## src/rtl/ifu_pkg.sv

```systemverilog
// rtl/ifu_pkg.sv - shared constants, FSM state type and length decode for the fetch unit
package ifu_pkg;

  localparam int WORD_W = 16;

  localparam logic [1:0] LEN_CODE_2 = 2'b10;
  localparam logic [1:0] LEN_CODE_3 = 2'b11;

  typedef enum logic [1:0] {
    RST   = 2'd0,
    RUN   = 2'd1,
    FLUSH = 2'd2
  } ifu_state_e;

  // Instruction length in words, taken from the top two bits of the first word.
  function automatic logic [1:0] inst_len(input logic [WORD_W-1:0] word);
    case (word[WORD_W-1 -: 2])
      LEN_CODE_2: return 2'd2;
      LEN_CODE_3: return 2'd3;
      default:    return 2'd1;
    endcase
  endfunction

endpackage

```

## src/rtl/ifu_word_queue.sv

```systemverilog
// rtl/ifu_word_queue.sv - circular word buffer, 3-word push, 1..3-word pop, synchronous flush
module ifu_word_queue
  import ifu_pkg::*;
#(
  parameter int  DEPTH = 8,
  localparam int PW    = $clog2(DEPTH),
  localparam int CW    = PW + 1
) (
  input  logic              clk,
  input  logic              rst_n,
  input  logic              flush,
  input  logic              push,
  input  logic [WORD_W-1:0] push_w0,
  input  logic [WORD_W-1:0] push_w1,
  input  logic [WORD_W-1:0] push_w2,
  input  logic              pop,
  input  logic [1:0]        pop_len,
  output logic [WORD_W-1:0] head0,
  output logic [WORD_W-1:0] head1,
  output logic [WORD_W-1:0] head2,
  output logic [CW-1:0]     count
);

  logic [WORD_W-1:0] mem [DEPTH];
  logic [PW-1:0]     rd_ptr, wr_ptr;
  logic [PW-1:0]     rd_1, rd_2, wr_1, wr_2;

  // Pointer arithmetic relies on DEPTH being a power of two for free wrap.
  assign rd_1 = rd_ptr + PW'(1);
  assign rd_2 = rd_ptr + PW'(2);
  assign wr_1 = wr_ptr + PW'(1);
  assign wr_2 = wr_ptr + PW'(2);

  assign head0 = mem[rd_ptr];
  assign head1 = mem[rd_1];
  assign head2 = mem[rd_2];

  always_ff @(posedge clk) begin
    if (!rst_n) begin
      for (int i = 0; i < DEPTH; i++) mem[i] <= '0;
      rd_ptr <= '0;
      wr_ptr <= '0;
      count  <= '0;
    end else if (flush) begin
      rd_ptr <= '0;
      wr_ptr <= '0;
      count  <= '0;
    end else begin
      if (push) begin
        mem[wr_ptr] <= push_w0;
        mem[wr_1]   <= push_w1;
        mem[wr_2]   <= push_w2;
        wr_ptr      <= wr_ptr + PW'(3);
      end
      if (pop) rd_ptr <= rd_ptr + PW'(pop_len);
      count <= count + (push ? CW'(3) : CW'(0)) - (pop ? CW'(pop_len) : CW'(0));
    end
  end

endmodule

```

## src/rtl/inst_fetch_unit.sv

```systemverilog
// rtl/inst_fetch_unit.sv - instruction fetch front end; IFU_STATS_EN adds fetch/stall counters
module inst_fetch_unit
  import ifu_pkg::*;
#(
  parameter logic [15:0] RESET_PC = 16'h0000,
  parameter int          QDEPTH   = 8
) (
  input  logic        clk,
  input  logic        rst_n,
  output logic [15:0] imem_addr,
  input  logic [15:0] imem_inst,
  input  logic [15:0] imem_inst_1,
  input  logic [15:0] imem_inst_2,
  input  logic        redirect_valid,
  input  logic [15:0] redirect_pc,
  output logic        dec_valid,
  input  logic        dec_ready,
  output logic [15:0] dec_inst,
  output logic [15:0] dec_ext1,
  output logic [15:0] dec_ext2,
  output logic [1:0]  dec_len,
  output logic [15:0] dec_pc
`ifdef IFU_STATS_EN
  ,
  output logic [15:0] stat_fetches,
  output logic [15:0] stat_stalls
`endif
);

  localparam int          CW      = $clog2(QDEPTH) + 1;
  localparam logic [15:0] PC_INIT = RESET_PC & 16'hFFFE;

  ifu_state_e        state, state_next;
  logic [15:0]       fetch_pc, head_pc;
  logic              inflight;
  logic [CW-1:0]     count;
  logic [WORD_W-1:0] head0, head1, head2;
  logic [1:0]        len;
  logic              redirect, issue, push, pop, credit_ok;

  assign len      = inst_len(head0);
  assign redirect = redirect_valid && (state != RST);

  // Credit ignores the same-cycle pop, so a granted fetch always has room.
  assign credit_ok = (32'(count) + (inflight ? 32'd3 : 32'd0) + 32'd3) <= 32'(QDEPTH);

  assign dec_valid = (count != '0) && (count >= CW'(len));
  assign push      = inflight && !redirect;
  assign pop       = dec_valid && dec_ready && !redirect;

  always_comb begin
    state_next = state;
    issue      = 1'b0;
    case (state)
      RST:   state_next = RUN;
      RUN: begin
        issue = credit_ok && !redirect_valid;
        if (redirect_valid) state_next = FLUSH;
      end
      FLUSH: state_next = redirect_valid ? FLUSH : RUN;
      default: state_next = RST;
    endcase
  end

  always_ff @(posedge clk) begin
    if (!rst_n) begin
      state    <= RST;
      fetch_pc <= PC_INIT;
      head_pc  <= PC_INIT;
      inflight <= 1'b0;
    end else begin
      state <= state_next;
      if (redirect) begin
        fetch_pc <= redirect_pc & 16'hFFFE;
        head_pc  <= redirect_pc & 16'hFFFE;
        inflight <= 1'b0;
      end else begin
        inflight <= issue;
        if (issue) fetch_pc <= fetch_pc + 16'd6;
        if (pop)   head_pc  <= head_pc + {13'b0, len, 1'b0};
      end
    end
  end

  ifu_word_queue #(.DEPTH(QDEPTH)) u_queue (
    .clk     (clk),
    .rst_n   (rst_n),
    .flush   (redirect),
    .push    (push),
    .push_w0 (imem_inst),
    .push_w1 (imem_inst_1),
    .push_w2 (imem_inst_2),
    .pop     (pop),
    .pop_len (len),
    .head0   (head0),
    .head1   (head1),
    .head2   (head2),
    .count   (count)
  );

  assign imem_addr = fetch_pc;
  assign dec_inst  = head0;
  assign dec_ext1  = (len >= 2'd2) ? head1 : '0;
  assign dec_ext2  = (len == 2'd3) ? head2 : '0;
  assign dec_len   = len;
  assign dec_pc    = head_pc;

`ifdef IFU_STATS_EN
  always_ff @(posedge clk) begin
    if (!rst_n) begin
      stat_fetches <= '0;
      stat_stalls  <= '0;
    end else begin
      if (issue && stat_fetches != 16'hFFFF) stat_fetches <= stat_fetches + 16'd1;
      if (dec_ready && !dec_valid && stat_stalls != 16'hFFFF) stat_stalls <= stat_stalls + 16'd1;
    end
  end
`endif

endmodule

```

## config.mk

```make
export PLATFORM = sky130hd
export DESIGN_NAME = inst_fetch_unit
export DESIGN_NICKNAME = d
export VERILOG_FILES = /design/src/rtl/ifu_pkg.sv /design/src/rtl/ifu_word_queue.sv /design/src/rtl/inst_fetch_unit.sv
export SDC_FILE = /design/constraint.sdc
export NUM_CORES = 1
export LEC_CHECK = 0
export CAP_MARGIN = 30
export CORE_MARGIN = 2
export CORE_UTILIZATION = 24
export DETAILED_ROUTE_END_ITERATION = 7
export HOLD_SLACK_MARGIN = 0.12
export PLACE_DENSITY = 0.43
export SLEW_MARGIN = 0
export SYNTH_ARGS = -nofsm -noshare
export SYNTH_HDL_FRONTEND = slang
export SYNTH_SLANG_ARGS = --single-unit
```

## constraint.sdc

```tcl
create_clock -name clk -period 4.48 [get_ports clk]
set_clock_uncertainty 0.2 [all_clocks]
set_input_delay 0.896 -clock clk [delete_from_list [all_inputs] [get_ports clk]]
set_output_delay 0.896 -clock clk [all_outputs]
set_load 0.02 [all_outputs]
```

==> out/metrics.yaml, run 1 <==
final_layout:
  layout_common_cells: "nand2_1 (168), clkdlybuf4s50_1 (146), edfxtp_1 (128)"
  final_common_cell: "nand2_1"
  area_growth_pct: 25.1
  multi_input_area_um2: 6660
  regArea_um2: 4770
  nets: 1339
  layout-drive-gt1-share_pct: 17.8
  fillers: 5014
timing:
  min_period_over_period_pct: 92.9
  final_hold_viol_count: 0
  rsz0062_at_grt: "no"
  max_slew_margin_pct: 29.9
  setup_viol: 0
  clock.fmax_mhz: 240
  finalSetupTns_ns: 0
  drv_slew: 0
  tightest_slew_ns: 1.05
  fin_crit_ns: 4.16
placement:
  hpwl_mm: 31.7
  gp_congestion: 0.777
  io_buffers: 147
logic_synthesis:
  synthArstFlopShare_pct: 0
  yosys_warnings: 0
  synth_top_area_cell: "edfxtp_1"
  synth.distinct_cells: 64
  synth_edf_count: 128
  synth_area_per_cell_um2: 10.6
  synth_top_area_share_pct: 32.2
  synthesis.area_um2: 11900
  synth.top_cells.by_area: "edfxtp_1 (32%), mux4_2 (18%), dfxtp_1 (7.7%), nand2_1 (5.3%), a22oi_1 (4.0%)"
  syn_inst: 1126
  seq_area_frac_synth_pct: 40.0
  synth_ff_type: "edfxtp_1"
  ys_ff_latch: 174
critical_path:
  cp-start-kind: "flip-flop"
  crit_chain: "buf_4 > mux4_2 > mux2i_4 > or2_1 > ha_1 > nand2b_1 > a21oi_1 > buf_4 > nor2_1 > and3_1 > ha_1 > inv_1 > ha_1 > fa_1 > xnor2_1 > nor2_1"
  path_class: "flip-flop to flip-flop"
  cp_num_buf_inv: 3
  cpPeakStageDelay_ns: 0.58
  critPathMaxFanout: 11
  critPathTopFamily: "adder cells"
  critPathCaptureType: "flip-flop"
  cp_data_required_time_ns: 4.60
  crit_arrival_ns: 4.28
  cp_slowest_cell: "mux4_2"
  crit_top_cell: "ha_1"
floorplanning:
  core_um2: 49000
  io_pins: 151
  die-width_um: 227
  start_util_pct: 24.4
  num_rows: 81
  die_h_um: 227
  die_area_um2: 51500
clocking:
  ctsHoldBuffers: 0
  clock_path_buffers: 2
  htreeDepth: 4
  cts_sinks: 174
  clk_pin_slew_worst_paths_ns: 0.07
  cts_tree: "done"
  clock_latency_ns: 0.45
  cts_root_buffer: "clkbuf_16"
  numCtsBuffers: 17
route:
  wl_mm: 48.0
  ant_nets: 0
  vias: 10100
  drt_iter0_markers: 949
  route.detailed.drc: 0
  first_pass_iters: 5
  wire_per_inst_um: 24.9
  via_per_inst: 5.26
global_routing:
  grt_usage_pct: 18.8
  antenna_found_initial: 5
  grt_start_max_net_pins: 70
  grt_overflow: 0
  grt_pass1_vias: 10200
  grt_pass1_wl_mm: 70.1
power_and_ir_drop:
  p_leak_nw: 4.91
  power_density_nw_per_um2: 344
  power.total_mw: 5.13
  ir_drop_uv: 228
job:
  drv_cap: 0
min_path:
  holdCritPathClass: "flip-flop to flip-flop"
status:
  status: "finished, final reports clean"
## tightest hold or removal path, stage by stage (launching register included)
cell and delay [ns]:
dfxtp_2 0.34, nor2_1 0.10, a211oi_1 0.04
## synthesized netlist by cell type (2+ instances only)
master and count:
nand3b_1 2, nor2_1 107, or3_1 8, a311o_1 2, nor3_2 6, nand4_1 8, dfxtp_1 46, nand2_1 168
mux2_2 15, clkbuf_1 47, mux2i_1 33, nand3_1 7, a22oi_1 64, xnor2_1 27, a32oi_1 16, nor3_1 27
a21o_1 3, and3_1 8, buf_4 3, inv_1 26, nor3b_1 2, nor4_1 5, o21ai_0 74, a31oi_1 6
xor2_1 2, or2_2 3, a221o_1 16, mux4_2 96, buf_2 47, nor2b_1 2, buf_1 4, ha_1 18
a21oi_1 46, o211ai_1 2, edfxtp_1 128, a311oi_1 2, nand2b_1 19, fa_1 5
## final cells by class
type                            count  area share, %
Clock buffer                       18           2.88
Antenna cell                        1         0.0168
Clock inverter                     14           1.22
Inverter                           27          0.680
Sequential cell                   174           32.0
Timing Repair Buffer              203           13.0
Tap cell                          664           5.57
Multi-Input combinational cell    825           44.7
## power by group
part / internal, mW / total [mW] / switching (mW)
logic: 0.753 / 1.61 / 0.858
registers: 1.83 / 1.93 / 0.0994
clock network: 0.890 / 1.59 / 0.702
## path summary, 6_finish.rpt
| kind | to | from | slack, ns | cells past startpoint |
|---|---|---|---|---|
| max | u_queue.count[2]$_SDFF_PP0_ | flip-flop | 0.32 | 16 |
| min | u_queue.wr_ptr[1]$_SDFFE_PP0P_ | u_queue.wr_ptr[1]$_SDFFE_PP0P_ | 0.32 | 2 |
| max reg2reg | u_queue.count[2]$_SDFF_PP0_ | flip-flop | 0.32 | 16 |
| min reg2reg | u_queue.wr_ptr[1]$_SDFFE_PP0P_ | u_queue.wr_ptr[1]$_SDFFE_PP0P_ | 0.32 | 2 |
## per-stage QoR
stage                     setup WS, ns  hold slack, ns  cells  area [µm²]  util (%)
after detailed placement         0.229           0.320   1890       14300      29.1
after global routing            0.0229           0.348   1925       14900      30.5
after global placement           0.269           0.313   1890       14300      29.1
final                            0.318           0.322   1926       14900      30.5
after CTS                        0.211           0.326   1922       14900      30.4
after floorplan                  0.137           0.290   1127       11900         -
## kinds of logic after synthesis
group | synth area share, %
AND/OR/NAND/NOR | 14.7
AO/OA/AOI/OAI | 13.5
flip-flops | 40.0
multiplexers | 22.3
buffers and inverters | 4.62
XOR/XNOR | 2.13
adder cells (fa/ha/maj) | 2.73
other | 0.0315
## state kept, by name (all words and copies together), names as in the netlist, named ones only
signal	cells
inflight	1
u_queue.mem	128
u_queue.wr_ptr	3
u_queue.count	4
u_queue.rd_ptr	3
state	2
dec_pc	15
imem_addr	15
## what timing repair did
action,in CTS,in global routing
setup endpoints to repair,1,1
resized for setup,1,0
setup buffers,0,2
gates cloned,0,0
## routing by layer
metal / part of all wire [%] / vias to the layer above / GRT usage [%]
li1: - / 4518 / -
met1: 41 / 5046 / 24.3
met2: 48 / 457 / 31.1
met3: 7.4 / 101 / 3.93
met4: 3.1 / 8 / 6.79
met5: 0.10 / - / 0
Power figures use the tool's default switching activity.
==> run 2, diff against run 1 <==
CTS_CLUSTER_SIZE = 40   (was default)
==> results of run 2 <==
No change in the layout: final DEF, timing and power equal those of run 1.
